$ cat src/rtl/led_pwm_pkg.sv
// Shared constants and types for the Avalon LED PWM peripheral.
package led_pwm_pkg;

   localparam int LED_N = 8;

   // Word addresses of the register file
   localparam logic [3:0] ADDR_STATIC   = 4'd0;
   localparam logic [3:0] ADDR_PWM_EN   = 4'd1;
   localparam logic [3:0] ADDR_BLINK_EN = 4'd2;
   localparam logic [3:0] ADDR_PRESCALE = 4'd3;
   localparam logic [3:0] ADDR_DUTY0    = 4'd4;
   localparam logic [3:0] ADDR_DUTY7    = 4'd11;
   localparam logic [3:0] ADDR_STATUS   = 4'd12;

   // Slowest tick rate out of reset so the LEDs stay quiet until firmware sets a rate
   localparam logic [15:0] PRESCALE_RST = 16'hFFFF;

   typedef struct packed {
      logic        read;
      logic        write;
      logic [3:0]  addr;
      logic [31:0] wdata;
      logic [3:0]  be;
   } avs_req_t;

endpackage

$ cat src/rtl/pwm_timebase.sv
// Prescaler, 8-bit PWM counter and blink phase generator.
module pwm_timebase
   import led_pwm_pkg::*;
#(
   parameter int BLINK_BITS = 7
) (
   input  logic        clk,
   input  logic        reset_n,
   input  logic [15:0] prescale,
   input  logic        pre_clr,
   output logic        tick,
   output logic [7:0]  pwm_cnt,
   output logic        phase
);

   logic [15:0]           pre_cnt;
   logic [BLINK_BITS-1:0] blink_cnt;

   // Compare uses the registered prescale, so a write landing on a tick edge sees the old period
   assign tick = (pre_cnt == prescale);

   // Prescaler: restart on tick, or immediately when firmware rewrites the period
   always_ff @(posedge clk or negedge reset_n) begin
      if (!reset_n)                pre_cnt <= '0;
      else if (pre_clr || tick)    pre_cnt <= '0;
      else                         pre_cnt <= pre_cnt + 16'd1;
   end

   // PWM counter advances per tick; each wrap advances blink_cnt, whose wrap flips phase
   always_ff @(posedge clk or negedge reset_n) begin
      if (!reset_n) begin
         pwm_cnt   <= '0;
         blink_cnt <= '0;
         phase     <= 1'b0;
      end else if (tick) begin
         pwm_cnt <= pwm_cnt + 8'd1;
         if (pwm_cnt == 8'hFF) begin
            blink_cnt <= blink_cnt + 1'b1;
            if (&blink_cnt) phase <= ~phase;
         end
      end
   end

endmodule

$ cat src/rtl/avalon_led_pwm.sv
// Avalon-MM LED peripheral: register file, per-LED PWM compare, blink gate, output register.
module avalon_led_pwm
   import led_pwm_pkg::*;
#(
   parameter int BLINK_BITS     = 7,
   parameter bit LED_ACTIVE_LOW = 1'b0
) (
   input  logic             clk,
   input  logic             reset_n,
   input  logic [3:0]       avs_address,
   input  logic             avs_read,
   input  logic             avs_write,
   input  logic [31:0]      avs_writedata,
   input  logic [3:0]       avs_byteenable,
   output logic [31:0]      avs_readdata,
   output logic [LED_N-1:0] led_signal
);

   avs_req_t req;
   assign req = '{read: avs_read, write: avs_write, addr: avs_address,
                  wdata: avs_writedata, be: avs_byteenable};

   logic [LED_N-1:0]            static_r, pwm_en_r, blink_en_r;
   logic [15:0]                 prescale_r;
   logic [LED_N-1:0][7:0]       duty_r;
   logic                        tick, phase;
   logic [7:0]                  pwm_cnt;
   logic [LED_N-1:0]            pwm_out, led_next;
   logic [31:0]                 rd_mux;
   logic                        duty_sel;
   logic [2:0]                  duty_idx;
   logic                        pre_clr;
   logic                        unused_bits;

   // Upper data lanes carry nothing for this block
   assign unused_bits = ^{req.wdata[31:16], req.be[3:2]};

   assign duty_sel = (req.addr >= ADDR_DUTY0) && (req.addr <= ADDR_DUTY7);
   assign duty_idx = req.addr[2:0] - 3'd4;   // 4..11 maps onto 0..7 modulo 8
   assign pre_clr  = req.write && (req.addr == ADDR_PRESCALE);

   pwm_timebase #(.BLINK_BITS(BLINK_BITS)) u_timebase (
      .clk      (clk),
      .reset_n  (reset_n),
      .prescale (prescale_r),
      .pre_clr  (pre_clr),
      .tick     (tick),
      .pwm_cnt  (pwm_cnt),
      .phase    (phase)
   );

   // Register writes, honoured per byte lane (lane 1 only reaches PRESCALE)
   always_ff @(posedge clk or negedge reset_n) begin
      if (!reset_n) begin
         static_r   <= '0;
         pwm_en_r   <= '0;
         blink_en_r <= '0;
         prescale_r <= PRESCALE_RST;
         duty_r     <= '0;
      end else if (req.write) begin
         case (req.addr)
            ADDR_STATIC:   if (req.be[0]) static_r   <= req.wdata[7:0];
            ADDR_PWM_EN:   if (req.be[0]) pwm_en_r   <= req.wdata[7:0];
            ADDR_BLINK_EN: if (req.be[0]) blink_en_r <= req.wdata[7:0];
            ADDR_PRESCALE: begin
               if (req.be[0]) prescale_r[7:0]  <= req.wdata[7:0];
               if (req.be[1]) prescale_r[15:8] <= req.wdata[15:8];
            end
            default:       if (duty_sel && req.be[0]) duty_r[duty_idx] <= req.wdata[7:0];
         endcase
      end
   end

   // Read mux over pre-write state; unmapped bits and reserved words return 0
   always_comb begin
      rd_mux = '0;
      case (req.addr)
         ADDR_STATIC:   rd_mux[7:0]  = static_r;
         ADDR_PWM_EN:   rd_mux[7:0]  = pwm_en_r;
         ADDR_BLINK_EN: rd_mux[7:0]  = blink_en_r;
         ADDR_PRESCALE: rd_mux[15:0] = prescale_r;
         ADDR_STATUS:   rd_mux[8:0]  = {phase, pwm_cnt};
         default:       if (duty_sel) rd_mux[7:0] = duty_r[duty_idx];
      endcase
   end

   // Read data captured on the read edge and held until the next read
   always_ff @(posedge clk or negedge reset_n) begin
      if (!reset_n)      avs_readdata <= '0;
      else if (req.read) avs_readdata <= rd_mux;
   end

   for (genvar n = 0; n < LED_N; n++) begin : g_led
      assign pwm_out[n]  = (pwm_cnt < duty_r[n]);
      assign led_next[n] = (pwm_en_r[n] ? pwm_out[n] : static_r[n]) & (~blink_en_r[n] | phase);
   end

   // Output register with optional polarity inversion
   always_ff @(posedge clk or negedge reset_n) begin
      if (!reset_n) led_signal <= {LED_N{LED_ACTIVE_LOW}};
      else          led_signal <= led_next ^ {LED_N{LED_ACTIVE_LOW}};
   end

endmodule

$ cat config.mk
export PLATFORM = sky130hd
export DESIGN_NAME = avalon_led_pwm
export DESIGN_NICKNAME = d
export VERILOG_FILES = /design/src/rtl/led_pwm_pkg.sv /design/src/rtl/pwm_timebase.sv /design/src/rtl/avalon_led_pwm.sv
export SDC_FILE = /design/constraint.sdc
export NUM_CORES = 1
export LEC_CHECK = 0
export BUFFER_PORTS_ARGS = -buffer_cell sky130_fd_sc_hd__buf_4
export CAP_MARGIN = 20
export CORE_MARGIN = 3
export CORE_UTILIZATION = 55
export DETAILED_ROUTE_END_ITERATION = 8
export PLACE_DENSITY = 0.86
export SETUP_SLACK_MARGIN = 0.4
export SLEW_MARGIN = 30
export SYNTH_ARGS = -nofsm -noshare
export SYNTH_HDL_FRONTEND = slang
export SYNTH_SLANG_ARGS = --single-unit
$ cat constraint.sdc
create_clock -name clk -period 5.2 [get_ports clk]
set_input_delay 1.56 -clock clk [delete_from_list [all_inputs] [get_ports clk]]
set_output_delay 1.56 -clock clk [all_outputs]
set_load 0.02 [all_outputs]
### After elaboration in Yosys (flattened, before gate mapping)

Index checks and enable logic that the tools add are counted.

* bits in registers: 160
* input bits: 44
* output and inout bits: 40
* logic and storage cells: 100

* $add $sub $neg: 4
* mux-type cells: 18
* equality and inequality tests: 6
* reduce and logical (&&, ||, !) cells: 15
* bitwise operators: 26
* $lt $le $gt $ge: 12

Operators with widths (count)
* 64-bit bitwise mux: 1
* 8-bit < comparator: 8
* 8-bit one-hot mux with 5 select lines: 1
* 8-bit binary-select mux with 3-bit select: 1
* 8-bit demux with 3-bit select: 1
* 8-bit 2-to-1 mux: 3
* 3-bit AND reduction: 6
* 16-bit by 1-bit adder with 16-bit output (second input constant): 1
* 16-bit equality test: 1
* 16-bit 2-to-1 mux: 1
* 1-bit inverter: 10
* 9-bit AND reduction: 1
* 8-bit by 1-bit adder with 8-bit output (second input constant): 1
* 1-bit bitwise AND: 8
* 4-bit by 2-bit equality test with 1-bit output (second input constant): 2
* 8-bit equality test (second input constant): 1
* 1-bit 2-to-1 mux: 8
* 1-bit bitwise OR: 8
* 7-bit by 1-bit adder with 7-bit output (second input constant): 1
* 7-bit 2-to-1 mux: 1
* 4-bit by 1-bit equality test with 1-bit output (second input constant): 1
* 4-bit equality test (second input constant): 1
* 4-bit by 3-bit greater-or-equal comparator with 1-bit output (second input constant): 1
* 4-bit <= comparator (second input constant): 1
* other kinds (9): 12

### Depth between registers and ports, before layout

* depth after elaboration: 6
* mapped depth: 8
* depth with buffers taken out: 7

### Hierarchy

From an unflattened synthesis, not the netlist that was laid out.

* cell total of the unflattened synthesis: 796
* area, all modules: 8973.6 µm²

By module, submodules not included
* avalon_led_pwm: sequential area each 3223.1 µm², area an instance 7332.0 µm², cells each 645, times used 1
* pwm_timebase: sequential area each 800.8 µm², area an instance 1641.6 µm², cells each 151, times used 1

### Worst setup path before layout

OpenSTA, ideal clock, no wires.

* path kind: input to register
* from: in avs_address[2]
* to: reg duty_r[32] in the netlist's numbering
* required time: 5.075 ns
* buffers on the path: 0
* arrival: 3.023 ns
* stages: 5
* setup time: 0.125 ns
* setup slack: 2.052 ns
* cell sequence: clkinv_1 ha_1 or3b_4 nor3_4 mux2_2

* word-level cells in the longest chain between the ends: 6
* elaborated cells between the ends (all ways): 18
* those cells by class: add/sub: 1; order compare: 4; eq/ne: 3; mux: 3; bitwise: 1; reduce/logical: 6

Ends and longest elaborated chain
* from (decl): RTL line avalon_led_pwm.sv:10 `input logic [3:0] avs_address,`
* 3-bit subtractor: RTL line avalon_led_pwm.sv:39 `assign duty_idx = req.addr[2:0] - 3'd4;`
* 3-bit by 4-bit < comparator with 1-bit output (not written as such) or 3-bit by 1-bit greater-or-equal comparator with 1-bit output (tied branches): RTL line avalon_led_pwm.sv:69 `default: if (duty_sel && req.be[0]) duty_r[duty_idx] <= req.wdata[7:0];`
* 1-bit logical AND (not written as such): RTL line avalon_led_pwm.sv:69
* 8-bit 2-to-1 mux (not written as such): RTL line avalon_led_pwm.sv:69
* 8-bit demux with 3-bit select: RTL line avalon_led_pwm.sv:69
* 64-bit bitwise mux: RTL line avalon_led_pwm.sv:69
* to (signal, indexed assignment): RTL line avalon_led_pwm.sv:69
* to (decl): RTL line avalon_led_pwm.sv:25 `logic [LED_N-1:0][7:0] duty_r;`

Several ways; a longest one is shown, not always the timed one.
A chain may end at the register's enable or synchronous reset.

### Worst setup path in the final report

* from: in avs_address[2]
* to: reg duty_r[12] in the netlist's numbering

The elaborated chain is that of the path after synthesis.

==> qor.txt <==
outcome - finished clean
num ports - 84
Syn Area/Cell - 10.6 sq um
Cell Int Power - 0.00277 W
Synth top area share - 40.7%
sw power - 0.00126 W
Routed WL - 23400 um
Critical Path Source Type - primary input
Synth area leader - dfrtp_1
Post-route DRC - 0
max-slew violation count - 0
RSZ-0062 raised after global routing - false
crit-path max FO - 16
Max VDD drop - 0.000273 V
Die Y - 133 um
fin crit period - 3660 ps
Compound-Gate Fraction of Synth Area - 8.96%
H-Tree Depth - 4
Synth Area in Adders - 8.62%
CP Data Arrival Time - 4000 ps
share of layout cells above drive strength 1 - 20.4%
clock slew at reported path FFs - 70 ps
Synth top cells by count - dfrtp_1 (144), nand2_1 (101), o21ai_0 (80)
synthesized cell area - 0.00885 sq mm
Nets - 983
final HPWL from detailed placement - 15600 um
PwrDens - 407 mW/mm^2
CTS Buf Count - 17
ys flop type - dfrtp_1
Setup-failing EPs final - 0
Post-DP Area - 0.00929 sq mm
antenna cell count - 0
hold bufs inserted after CTS - 0
sequential share of power - 44.0%
Critical Path End Type - flip-flop
number of distinct library cells after synthesis - 46
Max-Cap Viols - 0
cell with the most instances after synthesis - dfrtp_1
TritonCTS clock tree - yes
Initial DRC Count - 702
clock skew - 13.8 ps
global-route wire length before repair - 37000 um
area of the multi-input gates - 0.00429 sq mm
Worst slew margin - 42.2%
fmax - 0.273 GHz
Clk Tree Root Cell - clkbuf_16
largest net degree at the start of global routing - 113
initial antenna violation count - 0
Tot GR Track Use - 27.1%
Slew @ Worst Pin - 861 ps
clock network power share - 33.8%
crit path kind - primary input to flip-flop
Yosys reg bits - 160
Synth Area in XOR/XNOR - 4.35%
post-route ant nets - 0
multiplexer area fraction after synthesis - 12.8%
period utilisation layout - 70.4%
grt ovf - 0
Seq/Total Area, Yosys - 45.4%
clk_lat worst skew - 440 ps
CORE AREA - 0.0155 sq mm
P&R area growth vs syn - 12.1%
1st-pass router iterations - 7
largest family of logic cells by synthesized area - simple AND/OR/NAND/NOR gates
Post-Layout Inst Area - 0.00993 sq mm
Logic pwr share - 22.2%
FILL cells - 1127
setup_tns - 0 ps
Synth area leaders - dfrtp_1 (41%), ha_1 (8.6%), mux2_2 (6.2%)
die area - 0.0177 sq mm
via-per-instance ratio - 6.06
EDFF count, synth - 0
CTS sink count - 160
Sw Ratio - 31.2%
Initial Util - 57.2%
Leakage Power - 4.58 nW
Setup Buffers After CTS - 0
row count - 45
synthesized instance count - 839
routability congestion estimate - 0.889
Die Span X - 133 um
Longest Clk Path Bufs - 2
Worst Path Required - 5540 ps
post-cts resize count - 0
Simple-Gate Fraction of Synth Area - 13.1%
YS warnings - 0
Vias - 6676
WL/cell - 21.3 um
vias in the first global route - 6730
type of the tightest min-delay check - flip-flop to flip-flop
Synth async-reset ratio - 100%
register area - 0.00402 sq mm
Port Buffers - 49
final core occ - 64.1%
Hold Vio Cnt, Final - 0
## final timing paths
kind / cells after the start / slack [ps] / end / startpoint
min in group asynchronous: 1 / 1170 / duty_r[1]$_DFFE_PN0P_ / reset_n
max: 9 / 1540 / duty_r[12]$_DFFE_PN0P_ / avs_address[2]
max in group asynchronous: 2 / 3030 / prescale_r[15]$_DFFE_PN1P_ / reset_n
min reg2reg: 1 / 480 / u_timebase.blink_cnt[6]$_DFFE_PN0P_ / u_timebase.blink_cnt[6]$_DFFE_PN0P_
min: 1 / 480 / u_timebase.blink_cnt[6]$_DFFE_PN0P_ / u_timebase.blink_cnt[6]$_DFFE_PN0P_
max reg2reg: 4 / 2700 / led_signal[1]$_DFF_PN0_ / u_timebase.pwm_cnt[3]$_DFFE_PN0P_
## power by group through the flow
stage / clock network, W / registers (W) / logic (W)
floorplan: 0 / 0.00172 / 0.000609
global placement: 0 / 0.00176 / 0.000821
detailed placement: 0 / 0.00177 / 0.000859
CTS: 0.00137 / 0.00176 / 0.000891
global route: 0.00142 / 0.00180 / 0.000984
finish: 0.00136 / 0.00178 / 0.000896
## area by class of cell
type	count	area share, %
repair buffers	55	4.24
flip-flops and latches	160	40.5
inverters	77	2.91
clock inverters	12	1.82
well taps	211	2.66
multi-input cells	567	43.2
clock buffers	20	4.60
## critical path, cell delays in order
cell,delay (ps)
buf_4,220
clkinv_1,280
ha_1,460
nor2b_1,260
nand4_1,240
nor2_1,490
buf_4,280
nand2_1,90
o21ai_0,100
## layout by cell type, fill, tap and decap left out, types with 3 or more instances in the layout
master,n
dfrtp_1,144
nand2_1,101
o21ai_0,80
inv_1,76
ha_1,61
buf_4,54
mux2_2,49
nor2_1,38
xnor2_1,35
a21oi_1,31
nand3_1,23
nand2b_1,19
mux4_2,17
clkbuf_16,17
conb_1,16
dfstp_2,16
nand4_1,13
and3_1,10
xor2_1,9
nand3b_1,9
a2111oi_0,8
a222oi_1,8
a221oi_1,7
mux4_1,6
nor2_2,4
bufinv_16,4
nor3_1,3
nor2_4,3
mux2i_1,3
inv_6,3
## registers in the layout (all words and copies together) (netlist names)
register / count
prescale_r: 16
u_timebase.pwm_cnt: 8
pwm_en_r: 8
led_signal: 8
static_r: 8
duty_r: 64
blink_en_r: 8
avs_readdata: 16
u_timebase.blink_cnt: 7
u_timebase.phase: 1
u_timebase.pre_cnt: 16
## through the flow
stage          total power (W)  setup slack, ps  hold slack, ps  cells
2_1_floorplan          0.00233             2050             438    854
3_3_place_gp           0.00258             1280             458   1070
3_5_place_dp           0.00263             1250             468   1070
4_1_cts                0.00402             1630             478   1102
5_1_grt                0.00420             1460             490   1102
6_report               0.00404             1540             478   1102
## logic make-up after synthesis
family / after synthesis
compound gates: 138
xor+xnor: 44
fa+ha+maj: 61
buf+inv: 127
flops: 160
mux: 76
other cells: 1
simple gates: 232
## metal layers
layer / up-vias / part of all wire, % / global-route usage [%]
li1: 2962 / - / -
met1: 3325 / 40 / 35.8
met2: 327 / 47 / 41.9
met3: 62 / 8.7 / 7.45
met4: 0 / 4.0 / 12.4
met5: - / 0 / 0
No activity file was read; power rests on OpenSTA's default activity.
